### config.mk
export PLATFORM = sky130hd
export DESIGN_NAME = bcd_serial_addsub_ctrl
export DESIGN_NICKNAME = d
export VERILOG_FILES = /design/src/rtl/bcd_pkg.sv /design/src/rtl/bcd_digit_addsub.sv /design/src/rtl/bcd_serial_addsub_ctrl.sv
export SDC_FILE = /design/constraint.sdc
export NUM_CORES = 1
export LEC_CHECK = 0
export CAP_MARGIN = 20
export CELL_PAD_IN_SITES_DETAIL_PLACEMENT = 1
export CELL_PAD_IN_SITES_GLOBAL_PLACEMENT = 1
export CORE_MARGIN = 10
export CORE_UTILIZATION = 43
export CTS_CLUSTER_DIAMETER = 40
export DETAILED_ROUTE_END_ITERATION = 12
export PLACE_DENSITY_LB_ADDON = 0.1
export REMOVE_ABC_BUFFERS = 1
export SLEW_MARGIN = 5
export SYNTH_ARGS = -nofsm -noshare
export SYNTH_HDL_FRONTEND = slang
export SYNTH_SLANG_ARGS = --single-unit
### constraint.sdc
create_clock -name clk -period 6.8 [get_ports clk]
set_input_delay 1.02 -clock clk [delete_from_list [all_inputs] [get_ports clk]]
set_output_delay 1.02 -clock clk [all_outputs]
set_load 0.01 [all_outputs]
### src/rtl/bcd_pkg.sv
// Shared types and constants for the serial packed-BCD add/subtract block.
// Optional feature macro: SIGN_CORRECT_EN (adds the FIX state used to turn a
// ten's-complement subtraction result back into a magnitude).
package bcd_pkg;

    typedef logic [3:0] bcd_digit_t;

    localparam bcd_digit_t BCD_MAX  = 4'd9;
    localparam bcd_digit_t BCD_CORR = 4'd6;

`ifdef SIGN_CORRECT_EN
    typedef enum logic [1:0] {
        IDLE = 2'd0,
        RUN  = 2'd1,
        FIX  = 2'd2
    } ctrl_state_t;
`else
    typedef enum logic [1:0] {
        IDLE = 2'd0,
        RUN  = 2'd1
    } ctrl_state_t;
`endif

endpackage

### src/rtl/bcd_digit_addsub.sv
// One-digit BCD adder with optional nine's complement of b, so the same
// logic serves addition, subtraction and ten's-complement-to-magnitude.
module bcd_digit_addsub
    import bcd_pkg::*;
(
    input  bcd_digit_t a,
    input  bcd_digit_t b,
    input  logic       comp,
    input  logic       cin,
    output bcd_digit_t sum,
    output logic       cout
);

    bcd_digit_t b_eff;
    logic [4:0] raw;

    // Binary add of a, (optionally complemented) b and carry, then decimal fix-up
    always_comb begin
        b_eff = comp ? (BCD_MAX - b) : b;
        raw   = {1'b0, a} + {1'b0, b_eff} + {4'b0000, cin};
        cout  = (raw > 5'd9);
        sum   = cout ? (raw[3:0] + BCD_CORR) : raw[3:0];
    end

endmodule

### src/rtl/bcd_serial_addsub_ctrl.sv
// Serial packed-BCD add/subtract sequencer: one digit per clock, LSD first,
// through a single shared bcd_digit_addsub instance.
// Optional feature macro: SIGN_CORRECT_EN -- negative differences are
// re-complemented in a FIX pass and reported as magnitude with neg=1.
module bcd_serial_addsub_ctrl
    import bcd_pkg::*;
#(
    parameter int DIGITS = 4
) (
    input  logic                  clk,
    input  logic                  rst,
    input  logic                  start,
    input  logic                  mode,
    input  logic [4*DIGITS-1:0]   op_a,
    input  logic [4*DIGITS-1:0]   op_b,
    output logic                  busy,
    output logic                  done,
    output logic [4*DIGITS-1:0]   result,
    output logic                  cout,
    output logic                  neg,
    output logic                  err
);

    localparam int W  = 4 * DIGITS;
    localparam int IW = (DIGITS > 1) ? $clog2(DIGITS) : 1;
    localparam logic [IW-1:0] LAST = IW'(DIGITS - 1);

    ctrl_state_t   state;
    logic [IW-1:0] idx;
    logic          carry;
    logic [W-1:0]  a_r;
    logic [W-1:0]  b_r;
    logic          mode_r;

    bcd_digit_t    dp_a;
    bcd_digit_t    dp_b;
    logic          dp_comp;
    bcd_digit_t    dp_sum;
    logic          dp_cout;

    logic          accept;

    assign accept = (state == IDLE) && start;

    // Flags any nibble outside 0..9
    function automatic logic has_bad_digit(input logic [W-1:0] v);
        logic bad;
        bad = 1'b0;
        for (int i = 0; i < DIGITS; i++) begin
            if (v[i*4 +: 4] > BCD_MAX) bad = 1'b1;
        end
        return bad;
    endfunction

    // Select datapath operands: operand digits in RUN, stored result in FIX
    always_comb begin
        dp_a    = a_r[int'(idx)*4 +: 4];
        dp_b    = b_r[int'(idx)*4 +: 4];
        dp_comp = mode_r;
`ifdef SIGN_CORRECT_EN
        if (state == FIX) begin
            dp_a    = '0;
            dp_b    = result[int'(idx)*4 +: 4];
            dp_comp = 1'b1;
        end
`endif
    end

    bcd_digit_addsub u_digit (
        .a    (dp_a),
        .b    (dp_b),
        .comp (dp_comp),
        .cin  (carry),
        .sum  (dp_sum),
        .cout (dp_cout)
    );

    // Operand capture on an accepted start; data only, so no reset needed
    always_ff @(posedge clk) begin
        if (accept) begin
            a_r    <= op_a;
            b_r    <= op_b;
            mode_r <= mode;
        end
    end

    // Sequencer: IDLE accepts work, RUN walks digits, FIX restores magnitude
    always_ff @(posedge clk or posedge rst) begin
        if (rst) begin
            state  <= IDLE;
            idx    <= '0;
            carry  <= 1'b0;
            busy   <= 1'b0;
            done   <= 1'b0;
            result <= '0;
            cout   <= 1'b0;
            neg    <= 1'b0;
            err    <= 1'b0;
        end else begin
            done <= 1'b0;
            case (state)
                IDLE: begin
                    if (start) begin
                        err   <= has_bad_digit(op_a) | has_bad_digit(op_b);
                        idx   <= '0;
                        carry <= mode;
                        cout  <= 1'b0;
                        neg   <= 1'b0;
                        busy  <= 1'b1;
                        state <= RUN;
                    end
                end
                RUN: begin
                    result[int'(idx)*4 +: 4] <= dp_sum;
                    carry <= dp_cout;
                    if (idx == LAST) begin
                        cout <= dp_cout;
                        idx  <= '0;
`ifdef SIGN_CORRECT_EN
                        if (mode_r && !dp_cout) begin
                            carry <= 1'b1;
                            state <= FIX;
                        end else begin
                            done  <= 1'b1;
                            busy  <= 1'b0;
                            state <= IDLE;
                        end
`else
                        done  <= 1'b1;
                        busy  <= 1'b0;
                        state <= IDLE;
`endif
                    end else begin
                        idx <= idx + 1'b1;
                    end
                end
`ifdef SIGN_CORRECT_EN
                FIX: begin
                    result[int'(idx)*4 +: 4] <= dp_sum;
                    carry <= dp_cout;
                    if (idx == LAST) begin
                        idx   <= '0;
                        neg   <= 1'b1;
                        done  <= 1'b1;
                        busy  <= 1'b0;
                        state <= IDLE;
                    end else begin
                        idx <= idx + 1'b1;
                    end
                end
`endif
                default: begin
                    busy  <= 1'b0;
                    state <= IDLE;
                end
            endcase
        end
    end

endmodule

== Word level (Yosys, flattened, before mapping) ==
Cells that the tools add are included.

* Bits in registers: 58
* Input port bits: 36
* Output and inout bits: 21
* Word-level logic and storage cells: 73

* Add/subtract/negate cells: 6
* Order comparisons: 9
* Equality and inequality tests: 4
* Shift-type cells: 4
* Muxes and demuxes: 31
* Bitwise operators: 1
* Reduce and logical (&&, ||, !) cells: 7

{| class="wikitable"
|+ Operators with widths
! operator !! number
|-
| $neg A4 Y33 || 1
|-
| $shift A4 B33 Y16 const A || 1
|-
| $shiftx A4 B33 Y16 || 1
|-
| $gt A4 B4 Y1 const B || 8
|-
| $shiftx A16 B5 Y4 || 2
|-
| $mux W1 || 19
|-
| $bwmux W16 || 1
|-
| $mux W2 || 4
|-
| $mux W4 || 2
|-
| $pmux W2 S2 || 2
|-
| $pmux W1 S2 || 3
|-
| $reduce_and A2 Y1 || 3
|-
| $add A4 B4 Y5 || 1
|-
| $add A5 B1 Y5 || 1
|-
| $gt A5 B4 Y1 const B || 1
|-
| $add A4 B3 Y4 const B || 1
|-
| $ne A2 B2 Y1 const B || 2
|-
| $sub A4 B4 Y4 const A || 1
|-
| $reduce_and A3 Y1 || 1
|-
| $add A2 B1 Y2 const B || 1
|-
| $eq A2 B1 Y1 const B || 1
|-
| $eq A2 B2 Y1 const B || 1
|-
| $logic_not A2 Y1 || 1
|-
| $reduce_bool A2 Y1 || 1
|-
| 2 further kinds || 2
|}

== Depth between registers and ports, before layout ==
* Word-level depth: 9
* Gate-level depth with buffers: 13
* Depth with buffers taken out: 12

== Hierarchy ==
From an unflattened synthesis, not the netlist that was laid out.

* Cell total of the unflattened synthesis: 181
* Area, all modules: 2,541.2 um2

{| class="wikitable"
|+ Modules (own cells, without submodules)
! module !! instances !! cells an instance !! area an instance (um2) !! seq. area each (um2)
|-
| bcd_serial_addsub_ctrl || 1 || 146 || 2,263.4 || 1,566.5
|-
| bcd_digit_addsub || 1 || 35 || 277.8 || 0.0
|}

== Worst setup path before layout ==
No wires, ideal clock.

* Kind: register to register
* Start point: reg idx[0]
* End point: reg result[13]
* Library setup time: 0.121 ns
* Arrival: 3.168 ns
* Data required time: 6.679 ns
* Slack: 3.511 ns
* Stages on the path, launching flop included: 11
* Path buffers: 1
* Period minus slack after synthesis: 3.289 ns
* Cells stage by stage: dfrtp_1 > buf_4 > mux4_2 > xor2_1 > fa_1 > fa_1 > xor2_1 > and4_4 > a2111oi_2 > a21oi_2 > a22o_1

* Word-level cells in the longest chain between the ends: 9
* Elaborated cells between the ends (all ways): 13
* Classes of those cells: 5 x add/sub; 1 x order compare; 4 x shift; 3 x mux

{| class="wikitable"
|+ Ends and longest elaborated chain
! what !! line !! RTL
|-
| start, declared || bcd_serial_addsub_ctrl.sv:29 || <nowiki>logic [IW-1:0] idx;</nowiki>
|-
| start signal, assigned || bcd_serial_addsub_ctrl.sv:134 || <nowiki>idx <= idx + 1'b1;</nowiki>
|-
| $shiftx A16 B5 Y4 || bcd_serial_addsub_ctrl.sv:58 || <nowiki>dp_b = b_r[int'(idx)*4 +: 4];</nowiki>
|-
| $sub A4 B4 Y4 || bcd_digit_addsub.sv:19 || <nowiki>b_eff = comp ? (BCD_MAX - b) : b;</nowiki>
|-
| $mux W4 || bcd_digit_addsub.sv:19 ||
|-
| $add A4 B4 Y5 || bcd_digit_addsub.sv:20 || <nowiki>raw = {1'b0, a} + {1'b0, b_eff} + {4'b0000, cin};</nowiki>
|-
| $add A5 B1 Y5 || bcd_digit_addsub.sv:20 ||
|-
| $add A4 B3 Y4 or $gt A5 B4 Y1 (tied branches) || bcd_digit_addsub.sv:22, bcd_digit_addsub.sv:21 ||
|-
| $mux W4 || bcd_digit_addsub.sv:22 || <nowiki>sum = cout ? (raw[3:0] + BCD_CORR) : raw[3:0];</nowiki>
|-
| $shiftx A4 B33 Y16 || bcd_serial_addsub_ctrl.sv:114 || <nowiki>result[int'(idx)*4 +: 4] <= dp_sum;</nowiki>
|-
| $bwmux W16 (*) || bcd_serial_addsub_ctrl.sv:114 ||
|-
| end signal, assigned by index || bcd_serial_addsub_ctrl.sv:114 ||
|-
| end, declared || bcd_serial_addsub_ctrl.sv:18 || <nowiki>output logic [4*DIGITS-1:0] result,</nowiki>
|}

Every way passes the cells marked *; elsewhere a longest branch is shown, timed or not.
A chain may end at the register's enable or synchronous reset.

== Final worst setup path ==
* Start point: reg idx[0]
* End point: reg result[2]

Same word-level chain as after synthesis.

==> summary.md <==
| Metric | Value |
|---|---|
| Clock Tree Root | `sky130_fd_sc_hd__clkbuf_8` |
| Post-Route Setup TNS | `0 ps` |
| Count of clock tree sinks | `56` |
| Transition at the pin with the smallest max-transition slack | `902 ps` |
| Family with the most delay on the worst path | `adder cells` |
| Initial Utilization | `43.9%` |
| Synth async-reset ratio | `41.1%` |
| Clock tree from TritonCTS | `built` |
| Worst hold margin | `491 ps` |
| Hold buffers post-CTS | `0` |
| Peak VDD IR | `0.000217 V` |
| Critical hold path startpoint | `result[15]` |
| Vias in the first global route | `1951` |
| Detailed-router iteration count before antenna repair | `5` |
| Run status | `finished clean` |
| Hold Crit Class | `reg2reg` |
| Synthesis-to-finish area growth | `28.4%` |
| Initial antenna violation count | `0` |
| Reg-to-Reg Start | `idx[0]` |
| Die Outline Area | `9470 sq um` |
| Syn Area/Cell | `13.5 sq um` |
| Crit end category | `flop` |
| Number of nets still failing antenna checks after routing | `0` |
| Combined global-route utilization of all metal layers | `12.7%` |
| Library cells used by synthesis | `38` |
| Final hold viol count | `0` |
| Antenna Cells | `0` |
| Final setup skew | `12.3 ps` |
| R2R Setup Slk | `3010 ps` |
| Via-to-Cell Ratio | `5.21` |
| RSZ-0062 raised after global routing | `false` |
| Number of cell instances on the worst register-to-register path | `9` |
| Core ar. | `5850 sq um` |
| Routed wire length per instance | `17.9 microns` |
| Critical-path maximum fanout | `15` |
| Htree depth | `2` |
| Synthesized instance count | `191` |
| Launching instance or port of the critical path | `idx[0]` |
| Worst min-delay path endpoint | `result[15]` |
| Max-cap violations | `0` |
| Clock transition at the register clock pins on the worst setup and hold paths after CTS | `100 ps` |
| Die Wd | `97.3 microns` |
| Hold path depth | `2` |
| Power density over the cells | `524 nW/um^2` |
| Via count | `1694` |
| Max stage delay cell, worst path | `sky130_fd_sc_hd__dfrtp_1` |
| Number of resized instances in the post-cts repair step | `0` |
| Setup Crit Path Kind | `reg2reg` |
| Number of buffers and inverters on the critical path | `1` |
| TritonCTS buffer count | `5` |
| EDFF count, synth | `33` |
| Leading register cell type out of synthesis | `sky130_fd_sc_hd__edfxtp_1` |
| Proportion of netlist area held by the largest area contributor | `38.5%` |
| Vertical die dimension | `97.3 microns` |
| Row cnt | `28` |
| Syn. warnings | `0` |
| Maximum achievable frequency | `264 MHz` |
| GP Congestion | `0.726` |
| Cell taking the most area after synthesis | `sky130_fd_sc_hd__edfxtp_1` |
| Share of layout cells above drive strength 1 | `11.2%` |
| Sequential element share of the synthesized area | `60.9%` |
| Count of buffers added by post-CTS timing repair for setup | `0` |
| Top-level I/O count | `57` |
| Reg-to-Reg End | `result[2]` |
| Initial DRC Count | `56` |
| Count of endpoints failing setup in the final report | `0` |
| Cells along the critical path | `mux4_2 > xor2_1 > fa_1 > fa_1 > xor2_1 > inv_1 > ha_1 > a32o_1 > o21ai_1` |
| Relative slew slack | `39.8%` |
| Post-synthesis register bit count | `56` |
| Leakage power of the design | `1.28 nW` |
| DRC | `0` |
| Leading post-synthesis cells by cell area | `sky130_fd_sc_hd__edfxtp_1 (39%), sky130_fd_sc_hd__dfrtp_1 (22%), sky130_fd_sc_hd__mux4_2 (7.0%)` |
| Total global routing overflow | `0` |
| Cell area after synthesis | `2570 sq um` |
| Detailed-placement wirelength estimate | `4.55 mm` |
| Global-route wire length before repair | `9.90 mm` |
| Total count of max-transition violations in the final report | `0` |
| Cell count after placement | `317` |
| Clock latency at the later pin of the worst-skew pair | `310 ps` |
| Maximum buffer depth of the clock tree | `2` |
| Part of the cycle the worst path needs | `55.8%` |
| Worst setup SP type | `flop` |
| Final period demand of the worst path | `3790 ps` |
| Total detailed-routing wirelength | `5.81 mm` |
| Count of non-filler cells in the finished layout | `325` |
| Final nets | `298` |
| Data arrival time of the critical path | `4020 ps` |
| CP peak stage delay | `830 ps` |
| Number of buffer cells added on primary ports | `55` |
| Worst EP required | `7030 ps` |
| Largest net degree at the start of global routing | `37` |
cell type report:
cell class              count  area (sq um)
well taps                  75          93.8
repair buffers             56           558
inverters                  12          45.0
multi-input cells         118           932
flip-flops and latches     56          1570
clock buffers               7          76.3
clock inverters             1          30.0
fillers                   582          2550
cell families after synthesis:
kind of cell | Yosys count | share of synthesized area (%)
buffers and inverters | 17 | 2.92
XOR/XNOR | 4 | 1.36
AO/OA/AOI/OAI | 38 | 9.78
AND/OR/NAND/NOR | 51 | 9.54
other | 1 | 0.146
adder cells (fa/ha/maj) | 13 | 6.91
multiplexers | 11 | 8.42
flip-flops | 56 | 60.9
metal layers:
metal / wire length, microns / GRT usage, %
met3: 306 / 4.13
met1: 2380 / 14.1
met2: 3030 / 22.4
met4: 105 / 3.69
met5: 0 / 0
per-stage QoR:
stage	power, W	area [sq um]	worst slack (ps)	utilization, %
finish	0.00173	3300	3010	56.4
global route	0.00189	3300	2820	56.4
CTS	0.00176	3300	2980	56.4
detailed placement	0.00154	3200	3030	54.6
global placement	0.00151	3200	3150	54.6
floorplan	0.00122	2540	3410	-
layout by cell type, fill, tap and decap left out, types with 3 or more instances in the layout:
master / instances
sky130_fd_sc_hd__xor2_1: 3
sky130_fd_sc_hd__o21ai_0: 14
sky130_fd_sc_hd__a21oi_1: 4
sky130_fd_sc_hd__nor2_1: 8
sky130_fd_sc_hd__mux4_2: 8
sky130_fd_sc_hd__clkbuf_8: 5
sky130_fd_sc_hd__nand2_1: 23
sky130_fd_sc_hd__o21ai_1: 4
sky130_fd_sc_hd__dfrtp_1: 23
sky130_fd_sc_hd__inv_1: 11
sky130_fd_sc_hd__nand4_1: 3
sky130_fd_sc_hd__o21ai_2: 4
sky130_fd_sc_hd__nand3_1: 5
sky130_fd_sc_hd__clkdlybuf4s50_1: 55
sky130_fd_sc_hd__nor3b_1: 4
sky130_fd_sc_hd__ha_1: 11
sky130_fd_sc_hd__edfxtp_1: 33
sky130_fd_sc_hd__a22o_1: 4
report_power, final:
part | switching [W] | internal (W) | total [W] | leakage [nW]
clock | 0.000105 | 0.000110 | 0.000215 | 0.0524
sequential | 0.0000737 | 0.000442 | 0.000516 | 0.602
combinational | 0.000564 | 0.000435 | 0.000999 | 0.630
worst min-delay path: stages (launching register included):
cell	delay, ps
sky130_fd_sc_hd__dfrtp_1	350
sky130_fd_sc_hd__nand2_1	60
sky130_fd_sc_hd__o21ai_2	50
how the worst max path moves through the flow:
stage / endpoint / slack, ps / cells after the start
global route: result[14] / 2820 / 9
floorplan: result[13] / 3410 / 9
finish: result[2] / 3010 / 9
detailed placement: result[2] / 3030 / 9
CTS: result[2] / 2980 / 9
global placement: result[2] / 3150 / 9
flip-flops by register name (all words and copies together) (netlist names):
name and count:
dp_comp 1, a_r 16, busy 1, b_r 16, result 16, carry 1, cout 1, err 1
idx 2, done 1
cell usage after synthesis (4+ instances only):
cell type and instances:
sky130_fd_sc_hd__a22o_1 4, sky130_fd_sc_hd__nor2_1 8, sky130_fd_sc_hd__o21ai_1 4, sky130_fd_sc_hd__inv_1 11
sky130_fd_sc_hd__a21oi_1 4, sky130_fd_sc_hd__edfxtp_1 33, sky130_fd_sc_hd__ha_1 11, sky130_fd_sc_hd__o21ai_2 4
sky130_fd_sc_hd__o21ai_0 14, sky130_fd_sc_hd__nor3b_1 4, sky130_fd_sc_hd__nand3_1 5, sky130_fd_sc_hd__mux4_2 8
sky130_fd_sc_hd__dfrtp_1 23, sky130_fd_sc_hd__nand2_1 23
No activity file was read; power rests on OpenSTA's default activity.
